[config.mk]
export PLATFORM = sky130hd
export DESIGN_NAME = bsg_fifo_rolly_replay_ctrl
export DESIGN_NICKNAME = d
export VERILOG_FILES = /design/src/rtl/bsg_fifo_rolly_replay_ctrl.sv
export SDC_FILE = /design/constraint.sdc
export NUM_CORES = 1
export LEC_CHECK = 0
export BUFFER_PORTS_ARGS = -buffer_cell sky130_fd_sc_hd__buf_2
export CORE_MARGIN = 1
export CORE_UTILIZATION = 50
export DETAILED_ROUTE_END_ITERATION = 8
export PLACE_DENSITY = 0.79
export SYNTH_ARGS = -nofsm -noshare
export SYNTH_HDL_FRONTEND = slang
export SYNTH_SLANG_ARGS = --single-unit
[constraint.sdc]
create_clock -name clk_i -period 2.95 [get_ports clk_i]
set_input_delay 0 -clock clk_i [delete_from_list [all_inputs] [get_ports clk_i]]
set_output_delay 0 -clock clk_i [all_outputs]
set_load 0.02 [all_outputs]
[src/rtl/bsg_fifo_rolly_replay_ctrl.sv]
// Replay sequencer for a rollback-capable FIFO: hands reads out, commits on ack, rolls back on nack.
// Optional `define BSG_ROLLY_CTRL_TIMEOUT_EN adds an auto-roll after timeout_p cycles without an ack.
module bsg_fifo_rolly_replay_ctrl #(
    parameter int unsigned els_p       = 8,
    parameter int unsigned max_retry_p = 3,
    parameter int unsigned timeout_p   = 64
) (
    input  logic                         clk_i,
    input  logic                         reset_i,
    input  logic                         fifo_v_i,
    output logic                         fifo_yumi_o,
    output logic                         fifo_deq_v_o,
    output logic                         fifo_roll_v_o,
    output logic                         fifo_clr_v_o,
    output logic                         v_o,
    input  logic                         yumi_i,
    input  logic                         ack_v_i,
    input  logic                         nack_v_i,
    input  logic                         flush_i,
    output logic [$clog2(els_p+1)-1:0]   inflight_o,
    output logic                         error_o
);

    localparam int unsigned inf_w_c   = $clog2(els_p + 1);
    localparam int unsigned retry_w_c = (max_retry_p < 1) ? 1 : $clog2(max_retry_p + 1);

    localparam logic [inf_w_c-1:0]   inf_one_c   = inf_w_c'(1);
    localparam logic [retry_w_c-1:0] retry_one_c = retry_w_c'(1);
    localparam logic [retry_w_c-1:0] max_retry_c = retry_w_c'(max_retry_p);

    if (timeout_p < 2 || els_p < 1) begin : g_param_check
        $error("bsg_fifo_rolly_replay_ctrl: els_p must be >= 1 and timeout_p >= 2");
    end

    typedef enum logic [1:0] {RUN, ROLL, ERROR} state_e;

    state_e                 state;
    logic [inf_w_c-1:0]     inflight;
    logic [retry_w_c-1:0]   retry;
    logic                   error_r;

    logic                   active;
    logic                   has_inflight;
    logic                   timeout_fire;
    logic                   go_replay;
    logic                   go_roll;
    logic                   go_error;
    logic [retry_w_c-1:0]   retry_eff;

    always_comb begin
        active        = !reset_i;
        has_inflight  = (inflight != '0);
        v_o           = active && (state == RUN) && fifo_v_i && !flush_i;
        fifo_yumi_o   = v_o && yumi_i;
        fifo_deq_v_o  = active && ack_v_i && has_inflight;
        fifo_roll_v_o = active && (state == ROLL);
        fifo_clr_v_o  = active && flush_i;
        // a same-cycle ack clears retry before the replay request is judged
        retry_eff     = fifo_deq_v_o ? '0 : retry;
        go_replay     = active && (state == RUN) && has_inflight && (nack_v_i || timeout_fire);
        go_roll       = go_replay && (retry_eff < max_retry_c);
        go_error      = go_replay && !(retry_eff < max_retry_c);
    end

    assign inflight_o = inflight;
    assign error_o    = error_r;

    always_ff @(posedge clk_i) begin
        if (reset_i) begin
            state    <= RUN;
            inflight <= '0;
            retry    <= '0;
            error_r  <= 1'b0;
        end else begin
            case (state)
                RUN: begin
                    if (go_roll) begin
                        state <= ROLL;
                        retry <= retry_eff + retry_one_c;
                    end else if (go_error) begin
                        state   <= ERROR;
                        error_r <= 1'b1;
                        retry   <= retry_eff;
                    end else begin
                        retry <= retry_eff;
                    end
                end
                ROLL: begin
                    state <= RUN;
                    retry <= retry_eff;
                end
                ERROR: begin
                    retry <= retry_eff;
                end
                default: begin
                    state <= RUN;
                end
            endcase

            if (state == ROLL) begin
                inflight <= '0;
            end else if (fifo_yumi_o && !fifo_deq_v_o) begin
                inflight <= inflight + inf_one_c;
            end else if (fifo_deq_v_o && !fifo_yumi_o) begin
                inflight <= inflight - inf_one_c;
            end
        end
    end

`ifdef BSG_ROLLY_CTRL_TIMEOUT_EN
    localparam int unsigned          timer_w_c    = $clog2(timeout_p);
    localparam logic [timer_w_c-1:0] timer_last_c = timer_w_c'(timeout_p - 1);
    localparam logic [timer_w_c-1:0] timer_one_c  = timer_w_c'(1);

    logic [timer_w_c-1:0] timer;

    assign timeout_fire = (state == RUN) && has_inflight && !ack_v_i && (timer == timer_last_c);

    always_ff @(posedge clk_i) begin
        if (reset_i || (state != RUN) || !has_inflight || fifo_deq_v_o || go_replay) begin
            timer <= '0;
        end else begin
            timer <= timer + timer_one_c;
        end
    end
`else
    assign timeout_fire = 1'b0;
`endif

endmodule

Word level (Yosys, flattened, before mapping):

Index checks and enable logic that the tools add are counted.
Widths: inputs -> output; s select.

* $add $sub $neg: 3
* $mul: 0
* div/mod/pow operators: 0
* $lt $le $gt $ge: 1
* equality and inequality tests: 3
* shift-type cells: 0
* mux-type cells: 8
* bitwise operators: 2
* reduce and logical (&&, ||, !) cells: 27

Operators with widths (count)
* $logic_and 1x1->1: 14
* $mux 2: 4
* $mux 4: 2
* $pmux 2 s2: 2
* $logic_not 1->1: 5
* $add 4x1->4 const B: 1
* $reduce_bool 2->1: 2
* $reduce_bool 4->1: 1
* $reduce_or 2->1: 2
* $sub 4x1->4 const B: 1
* $ne 3x3->1 const B: 1
* $reduce_and 3->1: 1
* $add 2x1->2 const B: 1
* $eq 2x1->1 const B: 1
* $eq 2x2->1 const B: 1
* $logic_not 2->1: 1
* $lt 2x2->1 const B: 1
* $not 1->1: 2
* $reduce_and 2->1: 1

* bits in registers: 9
* bits in latches: 0
* RAM bits: 0
* bits in read-only memories: 0
* input bits: 7
* logic and storage cells: 48
* memories: 0

Longest topological paths before layout:

* depth after elaboration: 10
* gate-level depth with buffers: 12
* gate-level depth less buffers: 12

Worst setup path before layout:

OpenSTA, ideal clock, no wires.

* kind: flip-flop to flip-flop
* start point: register state[0]
* end point: register inflight[3] (netlist: inflight_o[3])
* library setup time: 0.058 ns
* arrival time: 3.188 ns
* data required time: 2.892 ns
* path slack: -0.296 ns
* cell stages (with the launch flop): 13
* path buffers: 0
* clock period less this slack: 3.246 ns
* cell sequence: dfxtp_1 > inv_1 > ha_1 > inv_1 > nor4b_1 > and2_1 > ha_1 > inv_1 > ha_1 > nand3_1 > a211o_1 > a2111oi_2 > a31o_2

* cells in the longest elaborated chain, start to end: 8
* elaborated cells on any way between the ends: 12

RTL lines
* from (decl): line 37 `state_e state;`
* from (signal assigned): line 70 `state <= RUN;`
* from (signal assigned): line 78 `state <= ROLL;`
* from (signal assigned): line 81 `state <= ERROR;`
* $logic_not 2->1 (*): line 53 `v_o = active && (state == RUN) && fifo_v_i && !flush_i;`
* $logic_and 1x1->1 (*) (3 in series): line 53
* via v_o: line 15 `output logic v_o,`
* $logic_and 1x1->1 (*): line 54 `fifo_yumi_o = v_o && yumi_i;`
* via fifo_yumi_o: line 11 `output logic fifo_yumi_o,`
* $logic_not 1->1: line 104 `end else if (fifo_deq_v_o && !fifo_yumi_o) begin`
* $logic_and 1x1->1: line 104
* $reduce_bool 2->1 (no source line)
* to (signal assigned): line 103 `inflight <= inflight + inf_one_c;`
* to (signal assigned): line 105 `inflight <= inflight - inf_one_c;`
* to (decl): line 38 `logic [inf_w_c-1:0] inflight;`

Mark *: on every way through the listed nets, which the timed path passes. The rest lies on a longest branch.
A chain may end at the register's enable or synchronous reset.

Worst setup path after layout:

* start point: register state[0]
* end point: register inflight[3] (netlist: inflight_o[3])

* cells in the longest elaborated chain, start to end: 8
* elaborated cells on any way between the ends: 12

RTL lines (line)
* $logic_not 2->1: 53
* $logic_and 1x1->1 (3 in series): 53
* $logic_and 1x1->1: 54
* $logic_not 1->1: 104
* $logic_and 1x1->1: 104
* $reduce_bool 2->1 (no source line)

Parallel ways exist; a longest one is shown, timed or not.

==> metrics.md <==
| Metric | Value |
|---|---|
| Final critical-path share of the clock period | 0.905 |
| Non-filler cells, final | 100 |
| Storage element area | 180 µm² |
| Leading cell type in the layout, fill and taps excluded | buf_2 |
| Pwr Total | 0.000648 W |
| Critical path, cell by cell | inv_1, ha_1, inv_1, nor4b_2, and2_1, ha_1, inv_1, ha_1, nand3_1, a211o_1, a2111oi_2, a31o_2 |
| Die height | 38.1 µm |
| Die area | 0.00145 mm² |
| Multi-input logic area | 440 µm² |
| Detailed Routing Iterations Pass 1 | 2 |
| Power density cells | 836 mW/mm² |
| Avg Cell Area, Syn | 9.59 µm² |
| Seq pwr share | 0.298 |
| Cell Int Power | 0.000364 W |
| Psw | 0.000284 W |
| CTS tree | built |
| Hold Violations, Final | 0 |
| Maximum fanout along the worst path | 4 |
| GRT Total Usage | 0.227 |
| CTS buffer count | 3 |
| Hpwl dp | 1020 µm |
| Total Routed Length | 1280 µm |
| Antenna violations before repair | 0 |
| Vias per std cell | 5.49 |
| Post-layout util | 0.670 |
| Number of synthesized flops with an enable pin | 0 |
| Most frequent cells in the layout | buf_2, dfxtp_1, inv_1, ha_1, a21oi_1 |
| Synth warnings | 0 |
| Async S/R FF share, synth | 0 |
| NumNets Final | 103 |
| Layout cell share with drive strength beyond 1 | 0.360 |
| Unrepaired setup endpoints after global routing | no |
| Syn Inst Count | 68 |
| # diodes | 0 |
| Peak Freq | 374 MHz |
| Setup total negative slack | 0 ps |
| Clk slew on worst S/H paths | 60 ps |
| Inst Count DP | 96 |
| CTS Root Cell | clkbuf_4 |
| Via count | 549 |
| Worst path buffer plus inverter count | 3 |
| Library cells used by synthesis | 31 |
| Critical Path AT | 2890 ps |
| Synthesis-to-layout area growth | 18.8% |
| Crit path kind | register to register |
| TritonCTS sink count | 9 |
| Synthesized cell area | 652 µm² |
| Min cycle time layout | 2670 ps |
| Slowest-stage cell, CP | ha_1 |
| First-pass GRT wire length | 2230 µm |
| Synthesized Nets | 84 |
| Initial DRC Count | 3 |
| CP required | 3160 ps |
| Wire length per cell | 12.8 µm |
| Vias in the first global route | 534 |
| CORE AREA | 0.00116 mm² |
| Slew Limit Fails | 0 |
| Max-cap violation count | 0 |
| Clock latency at the later pin of the worst-skew pair | 270 ps |
| Largest net degree at the start of global routing | 17 |
| CTS H-tree lvls | 1 |
| Row count | 12 |
| Fillcell total | 101 |
| # DRC | 0 |
| Slew HR | 0.700 |
| I/O pin cnt | 17 |
| Prevailing post-synth register cell | dfxtp_1 |
| Hold buffers post-CTS | 0 |
| Hold Slack | 113 ps |
| Buffer count from post-CTS setup fixing | 0 |
| Hold Crit Class | input port to register |
| Crit start category | register |
| Leakage | 0.367 nW |
| Critical Path Max Stage Delay | 340 ps |
| Max VDD drop | 0.497 mV |
| #FFs+latches synth | 9 |
| Status | completed |
| Worst-margin pin slew | 446 ps |
| I/O Buffers | 16 |
| Crit path max-delay family | compound AO/OA/AOI/OAI gates |
| ANT nets after route | 0 |
| Clock buffer depth | 2 |
| Final Skew | 0.386 ps |
| Setup violators final | 0 |
| Post-CTS sizing | 0 |
| GP Congestion | 0.740 |
| Gr ovfl total | 0 |
| Critical Path End Type | register |
| Starting Density | 0.564 |
| Sw Share | 0.438 |
| Power share of the clock group | 0.153 |
| Sequential cell area fraction in the yosys report | 0.276 |
| Die X | 38.1 µm |
| Gate power share | 0.550 |
-- layout make-up --
type | count | area share
inverter | 8 | 0.0388
multi-input combinational | 49 | 0.569
timing repair buffer | 16 | 0.103
sequential | 9 | 0.233
clock buffer | 4 | 0.0339
tap | 14 | 0.0226
-- through the flow --
stage	area, µm²	worst slack [ps]
6_report	774	279
5_1_grt	774	41.3
3_5_place_dp	748	277
3_3_place_gp	748	400
4_1_cts	774	262
2_1_floorplan	658	17.8
-- logic make-up (layout without fill, tap and decap cells) --
family / after synthesis / count (layout) / share of synthesized area
AND/OR/NAND/NOR: 24 / 24 / 0.271
AO/OA/AOI/OAI: 13 / 13 / 0.169
buffers and inverters: 10 / 28 / 0.0576
adder cells (fa/ha/maj): 9 / 9 / 0.184
flip-flops: 9 / 9 / 0.276
XOR/XNOR: 2 / 2 / 0.0269
multiplexers: 1 / 1 / 0.0154
-- worst paths after layout --
path,start,endpoint,slack (ps),cells past startpoint
worst max-delay path,state[0],inflight_o[3],280,12
worst min-delay path,reset_i,error_o,110,2
worst max register to register,state[0],inflight_o[3],280,12
worst min register to register,error_o,error_o,460,2
-- registers in the layout, summed over array words and instances, names as in the netlist --
| name | flops |
|---|---|
| state | 2 |
| retry | 2 |
| inflight_o | 4 |
| error_o | 1 |
-- cell usage after synthesis (all sizes together), types with 3 or more instances --
cell	number	area, µm²
nand3	3	15.0
inv	8	30.0
ha	8	100
nor2	4	17.5
dfxtp	9	180
nor3	3	15.0
a21oi	4	20.0
-- power by group through the flow --
stage	combinational, W	sequential, W	clock (W)
2_1_floorplan	0.000258	0.000213	0
3_3_place_gp	0.000344	0.000194	0
3_5_place_dp	0.000356	0.000195	0
4_1_cts	0.000358	0.000192	0.000103
5_1_grt	0.000397	0.000199	0.000108
6_report	0.000356	0.000193	0.0000988
-- metal layers --
metal / GRT usage / vias to the layer above / routed length (µm) / part of all wire
li1: - / 282 / - / -
met1: 0.265 / 251 / 604 / 0.47
met2: 0.373 / 14 / 589 / 0.46
met3: 0.0698 / 2 / 70 / 0.055
met4: 0.107 / 0 / 13 / 0.010
met5: 0 / - / 0 / 0
Power figures use the tool's default switching activity.
